### src/rtl/rram_ctrl_pkg.sv
// rtl/rram_ctrl_pkg.sv - shared types and default sizes for the RRAM write-verify controller
package rram_ctrl_pkg;

    localparam int DATA_WIDTH_DEF = 16;
    localparam int ADDR_WIDTH_DEF = 6;
    localparam int MAX_RETRY_DEF  = 3;
    localparam int FAIL_CNT_W     = 8;

    typedef enum logic [2:0] {
        ST_IDLE,
        ST_READ,
        ST_RCAP,
        ST_WRITE,
        ST_VERIFY,
        ST_VCAP,
        ST_RESP
    } state_e;

endpackage

### src/rtl/rram_wv_ctrl.sv
// rtl/rram_wv_ctrl.sv - request-side RRAM controller with write, read-back verify and bounded retry
module rram_wv_ctrl
    import rram_ctrl_pkg::*;
#(
    parameter int DATA_WIDTH = DATA_WIDTH_DEF,
    parameter int ADDR_WIDTH = ADDR_WIDTH_DEF,
    parameter int MAX_RETRY  = MAX_RETRY_DEF,
    parameter int RW         = $clog2(MAX_RETRY + 1)
) (
    input  logic                  clk0,
    input  logic                  rst0_n,
    input  logic                  req_valid,
    output logic                  req_ready,
    input  logic                  req_write,
    input  logic [ADDR_WIDTH-1:0] req_addr,
    input  logic [DATA_WIDTH-1:0] req_wdata,
    output logic                  rsp_valid,
    input  logic                  rsp_ready,
    output logic [DATA_WIDTH-1:0] rsp_rdata,
    output logic                  rsp_fail,
    output logic [RW-1:0]         rsp_retries,
    output logic [FAIL_CNT_W-1:0] fail_cnt,
    output logic                  csb0,
    output logic                  web0,
    output logic [ADDR_WIDTH-1:0] addr0,
    output logic [DATA_WIDTH-1:0] din0,
    input  logic [DATA_WIDTH-1:0] dout0
);

    localparam logic [RW-1:0] RETRY_LIMIT = RW'(MAX_RETRY);

    state_e                state_q, state_d;
    logic                  csb0_q, csb0_d;
    logic                  web0_q, web0_d;
    logic [ADDR_WIDTH-1:0] addr0_q, addr0_d;
    logic [DATA_WIDTH-1:0] din0_q, din0_d;
    logic [DATA_WIDTH-1:0] wdata_q, wdata_d;
    logic [RW-1:0]         retry_q, retry_d;
    logic                  rsp_valid_q, rsp_valid_d;
    logic [DATA_WIDTH-1:0] rsp_rdata_q, rsp_rdata_d;
    logic                  rsp_fail_q, rsp_fail_d;
    logic [FAIL_CNT_W-1:0] fail_cnt_q, fail_cnt_d;

    // Macro pins are computed from the next state so they are valid for the access edge.
    always_comb begin
        state_d     = state_q;
        csb0_d      = 1'b1;
        web0_d      = 1'b1;
        addr0_d     = addr0_q;
        din0_d      = din0_q;
        wdata_d     = wdata_q;
        retry_d     = retry_q;
        rsp_valid_d = rsp_valid_q;
        rsp_rdata_d = rsp_rdata_q;
        rsp_fail_d  = rsp_fail_q;
        fail_cnt_d  = fail_cnt_q;
        case (state_q)
            ST_IDLE: begin
                if (req_valid) begin
                    addr0_d    = req_addr;
                    wdata_d    = req_wdata;
                    retry_d    = '0;
                    rsp_fail_d = 1'b0;
                    csb0_d     = 1'b0;
                    if (req_write) begin
                        state_d = ST_WRITE;
                        web0_d  = 1'b0;
                        din0_d  = req_wdata;
                    end else begin
                        state_d = ST_READ;
                    end
                end
            end
            ST_READ: state_d = ST_RCAP;
            ST_RCAP: begin
                rsp_rdata_d = dout0;
                rsp_valid_d = 1'b1;
                state_d     = ST_RESP;
            end
            ST_WRITE: begin
                csb0_d  = 1'b0;
                state_d = ST_VERIFY;
            end
            ST_VERIFY: state_d = ST_VCAP;
            ST_VCAP: begin
                rsp_rdata_d = dout0;
                if (dout0 == wdata_q) begin
                    rsp_valid_d = 1'b1;
                    state_d     = ST_RESP;
                end else if (retry_q != RETRY_LIMIT) begin
                    retry_d = retry_q + 1'b1;
                    csb0_d  = 1'b0;
                    web0_d  = 1'b0;
                    state_d = ST_WRITE;
                end else begin
                    rsp_fail_d  = 1'b1;
                    rsp_valid_d = 1'b1;
                    if (fail_cnt_q != '1) begin
                        fail_cnt_d = fail_cnt_q + 1'b1;
                    end
                    state_d = ST_RESP;
                end
            end
            ST_RESP: begin
                if (rsp_ready) begin
                    rsp_valid_d = 1'b0;
                    state_d     = ST_IDLE;
                end
            end
            default: state_d = ST_IDLE;
        endcase
    end

    always_ff @(posedge clk0) begin
        if (!rst0_n) begin
            state_q     <= ST_IDLE;
            csb0_q      <= 1'b1;
            web0_q      <= 1'b1;
            addr0_q     <= '0;
            din0_q      <= '0;
            wdata_q     <= '0;
            retry_q     <= '0;
            rsp_valid_q <= 1'b0;
            rsp_rdata_q <= '0;
            rsp_fail_q  <= 1'b0;
            fail_cnt_q  <= '0;
        end else begin
            state_q     <= state_d;
            csb0_q      <= csb0_d;
            web0_q      <= web0_d;
            addr0_q     <= addr0_d;
            din0_q      <= din0_d;
            wdata_q     <= wdata_d;
            retry_q     <= retry_d;
            rsp_valid_q <= rsp_valid_d;
            rsp_rdata_q <= rsp_rdata_d;
            rsp_fail_q  <= rsp_fail_d;
            fail_cnt_q  <= fail_cnt_d;
        end
    end

    assign req_ready   = (state_q == ST_IDLE) && rst0_n;
    assign rsp_valid   = rsp_valid_q;
    assign rsp_rdata   = rsp_rdata_q;
    assign rsp_fail    = rsp_fail_q;
    assign rsp_retries = retry_q;
    assign fail_cnt    = fail_cnt_q;
    assign csb0        = csb0_q;
    assign web0        = web0_q;
    assign addr0       = addr0_q;
    assign din0        = din0_q;

endmodule

### config.mk
export PLATFORM = sky130hd
export DESIGN_NAME = rram_wv_ctrl
export DESIGN_NICKNAME = d
export VERILOG_FILES = /design/src/rtl/rram_ctrl_pkg.sv /design/src/rtl/rram_wv_ctrl.sv
export SDC_FILE = /design/constraint.sdc
export NUM_CORES = 1
export LEC_CHECK = 0
export ABC_CLOCK_PERIOD_IN_PS = 2450
export CAP_MARGIN = 20
export CORE_ASPECT_RATIO = 1.2
export CORE_MARGIN = 1.5
export CORE_UTILIZATION = 40
export CTS_BUF_LIST = sky130_fd_sc_hd__clkbuf_4
export DETAILED_ROUTE_END_ITERATION = 12
export HOLD_SLACK_MARGIN = 0.02
export PLACE_DENSITY = 0.67
export SYNTH_ARGS = -nofsm -noshare
export SYNTH_HDL_FRONTEND = slang
export SYNTH_SLANG_ARGS = --single-unit
export TNS_END_PERCENT = 1
### constraint.sdc
create_clock -name clk0 -period 2.45 [get_ports clk0]
set_input_delay 0.49 -clock clk0 [delete_from_list [all_inputs] [get_ports clk0]]
set_output_delay 0.49 -clock clk0 [all_outputs]
set_load 0.005 [all_outputs]
==> results_dict.tcl, run 1 <==
set metrics [dict create \
    cts_made_buffers 9 \
    clkTransAtPathRegs_ns 0.10 \
    crit_top_cell "clkdlybuf4s50_1" \
    cp_max_fo 2 \
    nets 483 \
    postSynthNetCount 389 \
    fin_skew_ns 0.0125 \
    post_drt_via_cell_ratio 4.98 \
    ctsRootBufferMaster "clkbuf_4" \
    start_util_pct 42.2 \
    postRouteAntennaNets 0 \
    ys_top_cells_by_count "85 x nand2_1, 71 x dfxtp_1, 43 x a21oi_1, 22 x mux2i_1, 20 x nor2_1" \
    synth_area_mm2 0.00292 \
    drv_cap 0 \
    gp_congestion 0.807 \
    vias 2640 \
    cts_setup_buffers 0 \
    routed_wl_mm 7.40 \
    whs_path_depth 2 \
    crit_chain "clkdlybuf4s50_1, inv_2, nor4_1, clkdlybuf4s50_1" \
    critical_path_buf_inv_count 3 \
    crit_required_ns 1.96 \
    io_pins 96 \
    relSlewSlack_pct 58.0 \
    die_h_um 96.7 \
    start_kind "input pin" \
    grt_overflow 0 \
    yosysWarningCount 0 \
    fin_crit_ns 2.24 \
    numPortBuffers 95 \
    synth_cell_type_count 37 \
    h-tree-depth 3 \
    rr_worst_depth 5 \
    diodes 0 \
    async_flop_share_pct 0 \
    arrival_ns 1.75 \
    grt_pass1_vias 2553 \
    yosys-top-cells-area "dfxtp_1 49%, nand2_1 11%, mux2i_1 7.5%" \
    ys_seq_area_share_pct 48.6 \
    wire_per_inst_um 14.0 \
    peakVddDrop_mv 0.330 \
    status "completed" \
    rows 33 \
    hold_buffers 0 \
    grt_max_degree 61 \
    slowest_delay_ns 0.54 \
    die_w_um 81.1 \
    total_leakage_power_nw 1.65 \
    fmax_mhz 447 \
    core_area_mm2 0.00694 \
    rsz0062_at_grt "false" \
    setup_viol 0 \
    ys.flop_type "dfxtp_1" \
    cts_sinks 71 \
    worstSetupPathDepth 4 \
    cts_tree "done" \
    worstMarginPinSlew_ns 0.630 \
    hold_viol 0 \
    worst-setup-path-type "in -> out" \
    drive_above_1_share_pct 6.32 \
    ctsResizeCount 0 \
    clock_path_buffers 2 \
    cp-end-kind "output port" \
    drt-pass1-iter-count 4 \
    drt-initial-drc-count 114 \
    hold_class "reg -> reg" \
    crit_family "buffers and inverters" \
    syn-instance-count 344 \
    worst_path_max_delay_cell "clkdlybuf4s50_1" \
    hpwl_mm 5.32 \
    placed_cell_area_mm2 0.00397 \
    clock_latency_ns 0.41 \
    drc_errors 0 \
    maxSlewViolCount 0 \
    antenna_found_initial 0 \
    synth_largest_area_cell "dfxtp_1" \
    syn_avg_cell_area_um2 8.50 \
    fin_crit_sh_pct 91.3 \
    synth.most_common_cell "nand2_1" \
    final_cell_area_mm2 0.00409 \
    synth_edf_count 0 \
    synth_seq_cells 71 \
    cellPowerDensity_mw_per_mm2 623 \
    synth_top_area_share_pct 48.6 \
    synthToLayoutAreaGrowth_pct 40.0 \
    grtUsageTotal_pct 20.0 \
    die-area_mm2 0.00783 \
    grt_pass1_wl_mm 12.2 \
    finalSetupTns_ns 0 \
    fill_cells 659 \
]
## power breakdown
group          leakage, nW  internal (W)  switching [W]  total, W
registers            0.579       0.00125      0.0000685   0.00131
clock network       0.0727      0.000310       0.000391  0.000701
logic                0.995      0.000292       0.000244  0.000536
total                 1.65       0.00185       0.000703   0.00255
## kinds of logic (layout without fill, tap and decap cells)
logic type | count (synthesis) | in the layout | synth area share, %
compound gates | 65 | 65 | 12.8
xor+xnor | 16 | 16 | 4.79
fa+ha+maj | 2 | 2 | 0.856
buf+inv | 25 | 124 | 3.85
flops | 71 | 71 | 48.6
mux | 22 | 22 | 7.53
simple gates | 143 | 143 | 21.6
## placed cells by master (no fill, tap or decap), types with 2 or more instances in the layout
cell and n:
inv_1 3, and3_1 3, xor2_1 16, clkbuf_4 10, nor4_1 5, nor3b_1 2
mux2i_1 22, o21ai_0 8, o31ai_1 2, a31oi_1 3, buf_4 8, dfxtp_1 71
clkdlybuf4s50_1 95, clkinv_2 2, nand2_1 85, or4_1 2, o211a_1 2, ha_1 2
or3_1 2, o21a_1 2, nand2b_1 6, clkinv_1 3, nor2_1 20, nor3_1 2
nand3_1 10, a21oi_1 43
## worst register-to-register path, stage by stage, from the launching register on
cell	delay, ns
dfxtp_1	0.56
and3b_2	0.30
nand2_2	0.08
a31o_4	0.25
or4_1	0.46
a21oi_1	0.15
## layer usage
layer	routed length [um]	global-route usage, %
met1	3290	24.6
met2	3600	33.1
met3	367	4.06
met4	146	9.02
met5	0	0
## metrics by stage
step	power, W	std cells	util, %	hold slack [ns]	setup WS, ns
3_3_place_gp	0.00187	514	57.2	0.443	0.0589
4_1_cts	0.00258	530	59.0	0.465	0.193
6_report	0.00255	530	59.0	0.462	0.213
2_1_floorplan	0.00161	344	-	0.447	0.588
3_5_place_dp	0.00188	514	57.2	0.449	0.0445
5_1_grt	0.00269	530	59.0	0.481	0.0700
## area by class of cell
cell class	count	area, um^2	area share [%]
sequential	71	1420	34.7
multi-input combinational	248	1390	34.0
timing repair buffer	104	1030	25.2
inverter	4	15.0	0.367
tap	87	109	2.66
clock buffer	10	75.1	1.83
clock inverter	6	51.3	1.25
## flip-flops by register name, summed over array words and instances (netlist names)
signal / flops
wdata_q: 16
din0: 16
rsp_fail: 1
addr0: 6
csb0: 1
rsp_retries: 2
web0: 1
state_q: 3
fail_cnt: 8
rsp_rdata: 16
rsp_valid: 1
## path summary, 6_finish.rpt
| kind | start | endpoint | slack [ns] |
|---|---|---|---|
| setup / recovery | rst0_n | req_ready | 0.21 |
| hold / removal | addr0[0] | addr0[0] | 0.46 |
| setup reg to reg | state_q[2] | fail_cnt[6] | 0.57 |
| hold reg to reg | addr0[0] | addr0[0] | 0.46 |
Power figures use the tool's default switching activity.
==> run 2, diff against run 1 <==
- SETUP_SLACK_MARGIN: not set -> 0.02
==> results of run 2 <==
The final DEF is identical to that of run 1; final timing and power are the same.
